## config.mk

```make
export PLATFORM = sky130hd
export DESIGN_NAME = pixel_ray_scheduler_flat
export DESIGN_NICKNAME = d
export VERILOG_FILES = /design/src/rtl/pixel_ray_if.sv /design/src/rtl/pixel_ray_scheduler.sv /design/src/flat_wrapper.sv
export SDC_FILE = /design/constraint.sdc
export NUM_CORES = 2
export LEC_CHECK = 0
export CAP_MARGIN = 20
export CORE_MARGIN = 5
export CORE_UTILIZATION = 45
export DETAILED_ROUTE_END_ITERATION = 6
export PLACE_DENSITY = 0.67
export SYNTH_ARGS = -nofsm -noshare
export SYNTH_HDL_FRONTEND = slang
export SYNTH_SLANG_ARGS = --single-unit
```

## constraint.sdc

```tcl
create_clock -name clk_in -period 12.46 [get_ports clk_in]
set_clock_uncertainty 0.1 [all_clocks]
set_input_delay 3.738 -clock clk_in [delete_from_list [all_inputs] [get_ports clk_in]]
set_output_delay 3.738 -clock clk_in [all_outputs]
set_load 0.02 [all_outputs]
```

## src/rtl/pixel_ray_if.sv

```systemverilog
// Pixel/ray bus between the scheduler, the ray generator and the consumer.
//   issue    : x_out, y_out, issue_valid_out       (scheduler -> ray generator)
//   return   : dir_{x,y,z}_in, dir_valid_in        (ray generator -> scheduler)
//   downstream: ray_{x,y,z}_out, px_{x,y}_out,
//               ray_valid_out / ray_ready_in       (scheduler <-> consumer)
// master = scheduler side, slave = environment side.
interface pixel_ray_if;
  logic [10:0] x_out;
  logic [9:0]  y_out;
  logic        issue_valid_out;
  logic [31:0] dir_x_in;
  logic [31:0] dir_y_in;
  logic [31:0] dir_z_in;
  logic        dir_valid_in;
  logic [31:0] ray_x_out;
  logic [31:0] ray_y_out;
  logic [31:0] ray_z_out;
  logic [10:0] px_x_out;
  logic [9:0]  px_y_out;
  logic        ray_valid_out;
  logic        ray_ready_in;

  modport master (
    output x_out, y_out, issue_valid_out,
    input  dir_x_in, dir_y_in, dir_z_in, dir_valid_in,
    output ray_x_out, ray_y_out, ray_z_out, px_x_out, px_y_out, ray_valid_out,
    input  ray_ready_in
  );

  modport slave (
    input  x_out, y_out, issue_valid_out,
    output dir_x_in, dir_y_in, dir_z_in, dir_valid_in,
    input  ray_x_out, ray_y_out, ray_z_out, px_x_out, px_y_out, ray_valid_out,
    output ray_ready_in
  );
endinterface

```

## src/rtl/pixel_ray_scheduler.sv

```systemverilog
// Raster-order pixel scheduler for a ray generator pipeline.
// Issues one pixel per cycle while credit is available, tags each issued
// pixel in a FIFO, pairs returning directions with their tags into a result
// FIFO, and presents the result FIFO head downstream with valid/ready.
// Credit covers every slot between issue and downstream accept, so neither
// FIFO can overflow regardless of the return latency.
// Ports:
//   clk_in, rst_in  : clock, synchronous active-high reset
//   start_in        : frame start (honoured in IDLE only)
//   busy_out        : frame in progress
//   frame_done_out  : pulse on accept of the last pixel
//   err_out         : sticky, return beat with no outstanding tag
//   bus             : pixel_ray_if master (issue, return, downstream)
module pixel_ray_scheduler #(
  parameter int WIDTH  = 512,
  parameter int HEIGHT = 384,
  parameter int DEPTH  = 16
) (
  input  logic         clk_in,
  input  logic         rst_in,
  input  logic         start_in,
  output logic         busy_out,
  output logic         frame_done_out,
  output logic         err_out,
  pixel_ray_if.master  bus
);
  localparam int AW = $clog2(DEPTH);
  localparam int CW = $clog2(DEPTH + 1);

  typedef enum logic [1:0] {IDLE, ISSUE, DRAIN} state_t;

  typedef struct packed {
    logic [31:0] dx;
    logic [31:0] dy;
    logic [31:0] dz;
    logic [10:0] px;
    logic [9:0]  py;
  } res_t;

  state_t        state_q, state_d;
  logic [10:0]   sx_q, sx_d;
  logic [9:0]    sy_q, sy_d;
  logic [10:0]   xo_q;
  logic [9:0]    yo_q;
  logic          iv_q;
  logic [CW-1:0] cred_q;
  logic          err_q;
  logic          done;

  // tag FIFO: {y, x} of every pixel in flight in the ray generator
  logic [20:0]   tag_mem [DEPTH];
  logic [AW-1:0] tag_wp_q, tag_rp_q;
  logic [AW:0]   tag_cnt_q;

  // result FIFO: returned direction plus its pixel tag
  res_t          res_mem [DEPTH];
  logic [AW-1:0] res_wp_q, res_rp_q;
  logic [AW:0]   res_cnt_q;

  logic issue, hs, tag_pop, spur, last_px, rv, final_hs, start_acc;
  res_t head;

  assign start_acc = (state_q == IDLE) && start_in;
  assign issue     = (state_q == ISSUE) && (cred_q != '0);
  assign last_px   = (sx_q == 11'(WIDTH - 1)) && (sy_q == 10'(HEIGHT - 1));
  assign rv        = (res_cnt_q != '0);
  assign head      = res_mem[res_rp_q];
  assign hs        = rv && bus.ray_ready_in;
  assign tag_pop   = bus.dir_valid_in && (tag_cnt_q != '0);
  assign spur      = bus.dir_valid_in && (tag_cnt_q == '0);
  // pixels are unique per frame and leave in issue order, so the last
  // pixel's coordinates at the head during DRAIN mark the end of frame
  assign final_hs  = (state_q == DRAIN) && hs &&
                     (head.px == 11'(WIDTH - 1)) && (head.py == 10'(HEIGHT - 1));

  always_comb begin
    state_d = state_q;
    sx_d    = sx_q;
    sy_d    = sy_q;
    done    = 1'b0;
    case (state_q)
      IDLE: if (start_in) begin
        state_d = ISSUE;
        sx_d    = '0;
        sy_d    = '0;
      end
      ISSUE: if (issue) begin
        if (last_px) begin
          state_d = DRAIN;
        end else if (sx_q == 11'(WIDTH - 1)) begin
          sx_d = '0;
          sy_d = sy_q + 1'b1;
        end else begin
          sx_d = sx_q + 1'b1;
        end
      end
      DRAIN: if (final_hs) begin
        state_d = IDLE;
        done    = 1'b1;
      end
      default: state_d = IDLE;
    endcase
  end

  always_ff @(posedge clk_in) begin
    if (rst_in) begin
      state_q   <= IDLE;
      sx_q      <= '0;
      sy_q      <= '0;
      xo_q      <= '0;
      yo_q      <= '0;
      iv_q      <= 1'b0;
      cred_q    <= CW'(DEPTH);
      err_q     <= 1'b0;
      tag_wp_q  <= '0;
      tag_rp_q  <= '0;
      tag_cnt_q <= '0;
      res_wp_q  <= '0;
      res_rp_q  <= '0;
      res_cnt_q <= '0;
    end else begin
      state_q <= state_d;
      sx_q    <= sx_d;
      sy_q    <= sy_d;
      iv_q    <= issue;
      if (issue) begin
        xo_q <= sx_q;
        yo_q <= sy_q;
      end
      case ({issue, hs})
        2'b10:   cred_q <= cred_q - 1'b1;
        2'b01:   cred_q <= cred_q + 1'b1;
        default: cred_q <= cred_q;
      endcase
      // a spurious beat in the start cycle still leaves the flag set
      if (start_acc) err_q <= 1'b0;
      if (spur)      err_q <= 1'b1;

      if (issue)   tag_wp_q <= tag_wp_q + 1'b1;
      if (tag_pop) tag_rp_q <= tag_rp_q + 1'b1;
      case ({issue, tag_pop})
        2'b10:   tag_cnt_q <= tag_cnt_q + 1'b1;
        2'b01:   tag_cnt_q <= tag_cnt_q - 1'b1;
        default: tag_cnt_q <= tag_cnt_q;
      endcase

      if (tag_pop) res_wp_q <= res_wp_q + 1'b1;
      if (hs)      res_rp_q <= res_rp_q + 1'b1;
      case ({tag_pop, hs})
        2'b10:   res_cnt_q <= res_cnt_q + 1'b1;
        2'b01:   res_cnt_q <= res_cnt_q - 1'b1;
        default: res_cnt_q <= res_cnt_q;
      endcase
    end
  end

  // storage arrays carry no reset; the pointers and counts define content
  always_ff @(posedge clk_in) begin
    if (issue)   tag_mem[tag_wp_q] <= {sy_q, sx_q};
    if (tag_pop) res_mem[res_wp_q] <= '{dx: bus.dir_x_in, dy: bus.dir_y_in,
                                        dz: bus.dir_z_in,
                                        px: tag_mem[tag_rp_q][10:0],
                                        py: tag_mem[tag_rp_q][20:11]};
  end

  assign bus.x_out           = xo_q;
  assign bus.y_out           = yo_q;
  assign bus.issue_valid_out = iv_q;
  assign bus.ray_valid_out   = rv;
  // data forced to zero when empty so stale storage never shows
  assign bus.ray_x_out       = rv ? head.dx : '0;
  assign bus.ray_y_out       = rv ? head.dy : '0;
  assign bus.ray_z_out       = rv ? head.dz : '0;
  assign bus.px_x_out        = rv ? head.px : '0;
  assign bus.px_y_out        = rv ? head.py : '0;
  assign busy_out            = (state_q != IDLE);
  assign frame_done_out      = done;
  assign err_out             = err_q;
endmodule

```

## src/flat_wrapper.sv

```systemverilog
// flat-port wrapper written by rule: the top's interface ports become plain ports
module pixel_ray_scheduler_flat 
#(
  parameter int WIDTH  = 512,
  parameter int HEIGHT = 384,
  parameter int DEPTH  = 16
)
  (clk_in, rst_in, start_in, busy_out, frame_done_out, err_out, bus_x_out, bus_y_out, bus_issue_valid_out, bus_dir_x_in, bus_dir_y_in, bus_dir_z_in, bus_dir_valid_in, bus_ray_x_out, bus_ray_y_out, bus_ray_z_out, bus_px_x_out, bus_px_y_out, bus_ray_valid_out, bus_ray_ready_in);
  pixel_ray_if bus_i ();
  input  logic clk_in;
  input  logic rst_in;
  input  logic start_in;
  output logic busy_out;
  output logic frame_done_out;
  output logic err_out;
  output wire logic [$bits(bus_i.x_out)-1:0] bus_x_out;
  output wire logic [$bits(bus_i.y_out)-1:0] bus_y_out;
  output wire logic [$bits(bus_i.issue_valid_out)-1:0] bus_issue_valid_out;
  input wire logic [$bits(bus_i.dir_x_in)-1:0] bus_dir_x_in;
  input wire logic [$bits(bus_i.dir_y_in)-1:0] bus_dir_y_in;
  input wire logic [$bits(bus_i.dir_z_in)-1:0] bus_dir_z_in;
  input wire logic [$bits(bus_i.dir_valid_in)-1:0] bus_dir_valid_in;
  output wire logic [$bits(bus_i.ray_x_out)-1:0] bus_ray_x_out;
  output wire logic [$bits(bus_i.ray_y_out)-1:0] bus_ray_y_out;
  output wire logic [$bits(bus_i.ray_z_out)-1:0] bus_ray_z_out;
  output wire logic [$bits(bus_i.px_x_out)-1:0] bus_px_x_out;
  output wire logic [$bits(bus_i.px_y_out)-1:0] bus_px_y_out;
  output wire logic [$bits(bus_i.ray_valid_out)-1:0] bus_ray_valid_out;
  input wire logic [$bits(bus_i.ray_ready_in)-1:0] bus_ray_ready_in;
  assign bus_x_out = bus_i.x_out;
  assign bus_y_out = bus_i.y_out;
  assign bus_issue_valid_out = bus_i.issue_valid_out;
  assign bus_i.dir_x_in = bus_dir_x_in;
  assign bus_i.dir_y_in = bus_dir_y_in;
  assign bus_i.dir_z_in = bus_dir_z_in;
  assign bus_i.dir_valid_in = bus_dir_valid_in;
  assign bus_ray_x_out = bus_i.ray_x_out;
  assign bus_ray_y_out = bus_i.ray_y_out;
  assign bus_ray_z_out = bus_i.ray_z_out;
  assign bus_px_x_out = bus_i.px_x_out;
  assign bus_px_y_out = bus_i.px_y_out;
  assign bus_ray_valid_out = bus_i.ray_valid_out;
  assign bus_i.ray_ready_in = bus_ray_ready_in;
  pixel_ray_scheduler #(.WIDTH(WIDTH), .HEIGHT(HEIGHT), .DEPTH(DEPTH)) u_core (.clk_in(clk_in), .rst_in(rst_in), .start_in(start_in), .busy_out(busy_out), .frame_done_out(frame_done_out), .err_out(err_out), .bus(bus_i));
endmodule
```

==> results.json <==
{
  "timing.critical_path.buf_inv": 2,
  "dp_hpwl_um": 98700,
  "critPathCaptureType": "output pin",
  "rsz0062_at_grt": "no",
  "grt_pass1_vias": 41400,
  "port_buffers": 243,
  "hold_path_end": "u_core.bus.x_out[4]",
  "slew_headroom": 0.275,
  "synth_edf_count": 2208,
  "peakVddDrop_uv": 185,
  "drive_gt1_frac": 0.257,
  "placedInstanceArea_um2": 93100,
  "maxCapViolCount": 0,
  "fin_tns_setup_ps": 0,
  "regToRegSetupSlack_ps": 8040,
  "max-clock-path-buffers": 3,
  "routed_via_density": 5.84,
  "hold_depth": 2,
  "start_kind": "primary input",
  "hold_buffers": 0,
  "design.die.area_um2": 203000,
  "ctsResizeCount": 0,
  "grtUsageTotal": 0.191,
  "die_y_um": 451,
  "reg2reg_to": "u_core.cred_q[4]",
  "p_leak_nw": 30.3,
  "register_area_um2": 68000,
  "clk_latency_ps": 840,
  "clkTransAtPathRegs_ps": 60,
  "syn_inst": 3749,
  "synthArstFlopShare": 0,
  "place_ws_ps": 2280,
  "syn_to_final_growth_pct": 14.6,
  "ant_nets": 0,
  "cp_slowest_cell": "clkdlybuf4s50_1",
  "die_w_um": 451,
  "fin_crit_sh": 0.815,
  "fillers": 14700,
  "ios": 244,
  "drtIter0Drc": 4040,
  "layout_setup_ws_ps": 2310,
  "wirelength_um": 195000,
  "synth_top_flop_cell": "edfxtp_1",
  "final_cell_area_um2": 100000,
  "path_cells": "clkdlybuf4s50_1 -> and2_1 -> nor4bb_1 -> nand3_1 -> nor3_1 -> clkdlybuf4s50_1",
  "firstDrtPassIters": 5,
  "post-route-min-period_ps": 10150,
  "worst_pin_slew_ps": 1090,
  "path_class": "in2out",
  "crit_arrival_ps": 6310,
  "synth_area_um2": 87500,
  "yosysTopAreaCellShare": 0.758,
  "cp.required_ps": 8620,
  "grt-ovfl-total": 0,
  "syn_area_per_cell_um2": 23.3,
  "status": "complete, no violations",
  "report.final.slew_viol_count": 0,
  "antenna_found_initial": 27,
  "power_density_nw_per_um2": 196,
  "worstPathMaxFanout": 7,
  "path_common_cell": "clkdlybuf4s50_1",
  "hold_violations": 0,
  "nets": 4223,
  "grt_max_degree": 153,
  "synth_seq_cells": 2293,
  "post-cts-setup-buffers": 0,
  "synth.area.top_cells": "edfxtp_1, mux4_2, dfxtp_1, and2_1, nor2_1",
  "ys_types": 50,
  "multiInputGateArea_um2": 18600,
  "reg2reg_depth": 13,
  "num_rows": 161,
  "cpPeakStageDelay_ps": 800,
  "critPathTopFamily": "buffers and inverters",
  "grt_pass1_wl_um": 285000,
  "syn_nets": 3877,
  "wl_per_cell_um": 28.5,
  "cts_root_buf": "clkbuf_16",
  "hp-start": "u_core.bus.x_out[4]",
  "seq_area_frac_synth": 0.778,
  "core-area_um2": 193000,
  "yosys_warnings": 0,
  "yosysTopAreaCell": "edfxtp_1",
  "clkSinkCount": 2293,
  "drc": 0,
  "fmax_mhz": 98.5,
  "htreeDepth": 4,
  "via_count": 39900,
  "cts_buffers": 216,
  "final_util": 0.519,
  "cts_tree": "done",
  "initial_core_util": 0.453,
  "setup_viol": 0,
  "min_path_type": "reg2reg",
  "reg2reg_from": "u_core.cred_q[0]",
  "gp_congestion": 0.727
}
[layout make-up]
class,instances,share of cell area
tap,2526,0.0315
sequential,2293,0.679
clock inverter,152,0.0142
inverter,22,0.000924
multi-input combinational,1237,0.186
timing repair buffer,325,0.0317
clock buffer,256,0.0565
antenna,17,0.000424
[cell usage after synthesis, types with 2 or more instances]
cell type	count
a22o_1	17
nor4bb_1	2
buf_8	2
a221oi_2	3
xor2_1	17
nand4_1	9
o21a_1	2
a22oi_1	17
buf_6	9
fa_1	3
or3_1	6
and4_1	2
edfxtp_1	2208
nor4_1	5
a21o_1	8
nor3_1	20
buf_4	10
o21ai_0	9
or4_1	2
a221oi_1	14
o21bai_1	5
nor3b_1	2
nor2b_1	3
mux4_2	655
buf_2	46
xnor2_1	20
nand3_1	10
nand2_1	66
nand2b_1	7
ha_1	24
inv_1	20
clkbuf_1	94
nor2_1	111
mux2i_1	35
buf_1	35
and2_1	101
dfxtp_1	85
a21oi_1	53
[cell usage in the layout (no fill, tap or decap), drive strengths merged, types with 24 or more instances in the layout]
cell type      synthesis  layout
clkdlybuf4s50          0     242
edfxtp              2208    2208
mux4                 655     655
and2                 101     101
a21oi                 53      53
mux2i                 35      35
clkbuf                94     256
nand2                 66      66
ha                    24      24
inv                   21      26
nor2                 112     112
buf                  103      83
dfxtp                 85      85
clkinv                 1     120
[worst max-delay path by stage]
stage,from,endpoint,slack [ps],cells past startpoint
floorplan,bus_dir_valid_in,u_core.res_mem[0][0],-770,4
global placement,bus_ray_ready_in,frame_done_out,2100,6
detailed placement,bus_ray_ready_in,frame_done_out,2280,6
CTS,bus_ray_ready_in,frame_done_out,2240,6
global route,bus_ray_ready_in,frame_done_out,2190,6
finish,bus_ray_ready_in,frame_done_out,2310,6
[report_power, final]
part | switching, mW | internal (mW)
Combinational | 2.34 | 1.82
Clock | 2.82 | 3.67
Sequential | 0.118 | 8.87
[logic make-up after synthesis]
| family | synth area share |
|---|---|
| AOI/OAI and AO/OA | 0.0102 |
| adders and majority gates | 0.00412 |
| buffers and inverters | 0.0117 |
| xor gates and xnor gates | 0.00371 |
| and+or+nand+nor | 0.0200 |
| DFF | 0.778 |
| muxes | 0.173 |
[sequential cells by signal, indices dropped and copies added (netlist names), named ones only]
| signal | cells |
|---|---|
| u_core.sx_q | 11 |
| u_core.bus.x_out | 11 |
| u_core.tag_rp_q | 4 |
| u_core.tag_cnt_q | 5 |
| u_core.bus.y_out | 10 |
| u_core.tag_wp_q | 4 |
| u_core.res_cnt_q | 5 |
| u_core.sy_q | 10 |
| u_core.bus.issue_valid_out | 1 |
| u_core.res_mem | 1872 |
| u_core.err_out | 1 |
| u_core.res_wp_q | 4 |
| u_core.res_rp_q | 4 |
| u_core.state_q | 2 |
| u_core.cred_q | 5 |
| u_core.tag_mem | 336 |
[routing by layer]
metal  up-vias  global-route usage  routed length, µm
met2      1447               0.317              98700
li1      16600                   -                  -
met1     21500               0.259              78000
met3       298              0.0344              12600
met4         4              0.0604               5480
met5         -                   0                 25
[worst register-to-register path: cells and delay by family (launching register included)]
kind                       cells  cell delay (ps)
and+or+nand+nor                3             1030
AOI/OAI and AO/OA              4             1170
adders and majority gates      2              740
DFF                            1              350
buffers and inverters          3              820
xor gates and xnor gates       1               90
[stage by stage]
step	instances	power [mW]	hold slack (ps)
final	6828	19.6	361
after global routing	6819	20.4	379
after CTS	6810	19.9	361
after detailed placement	6402	13.4	347
after global placement	6400	13.3	347
after floorplan	3749	11.7	359
No activity file was read; power rests on OpenSTA's default activity.
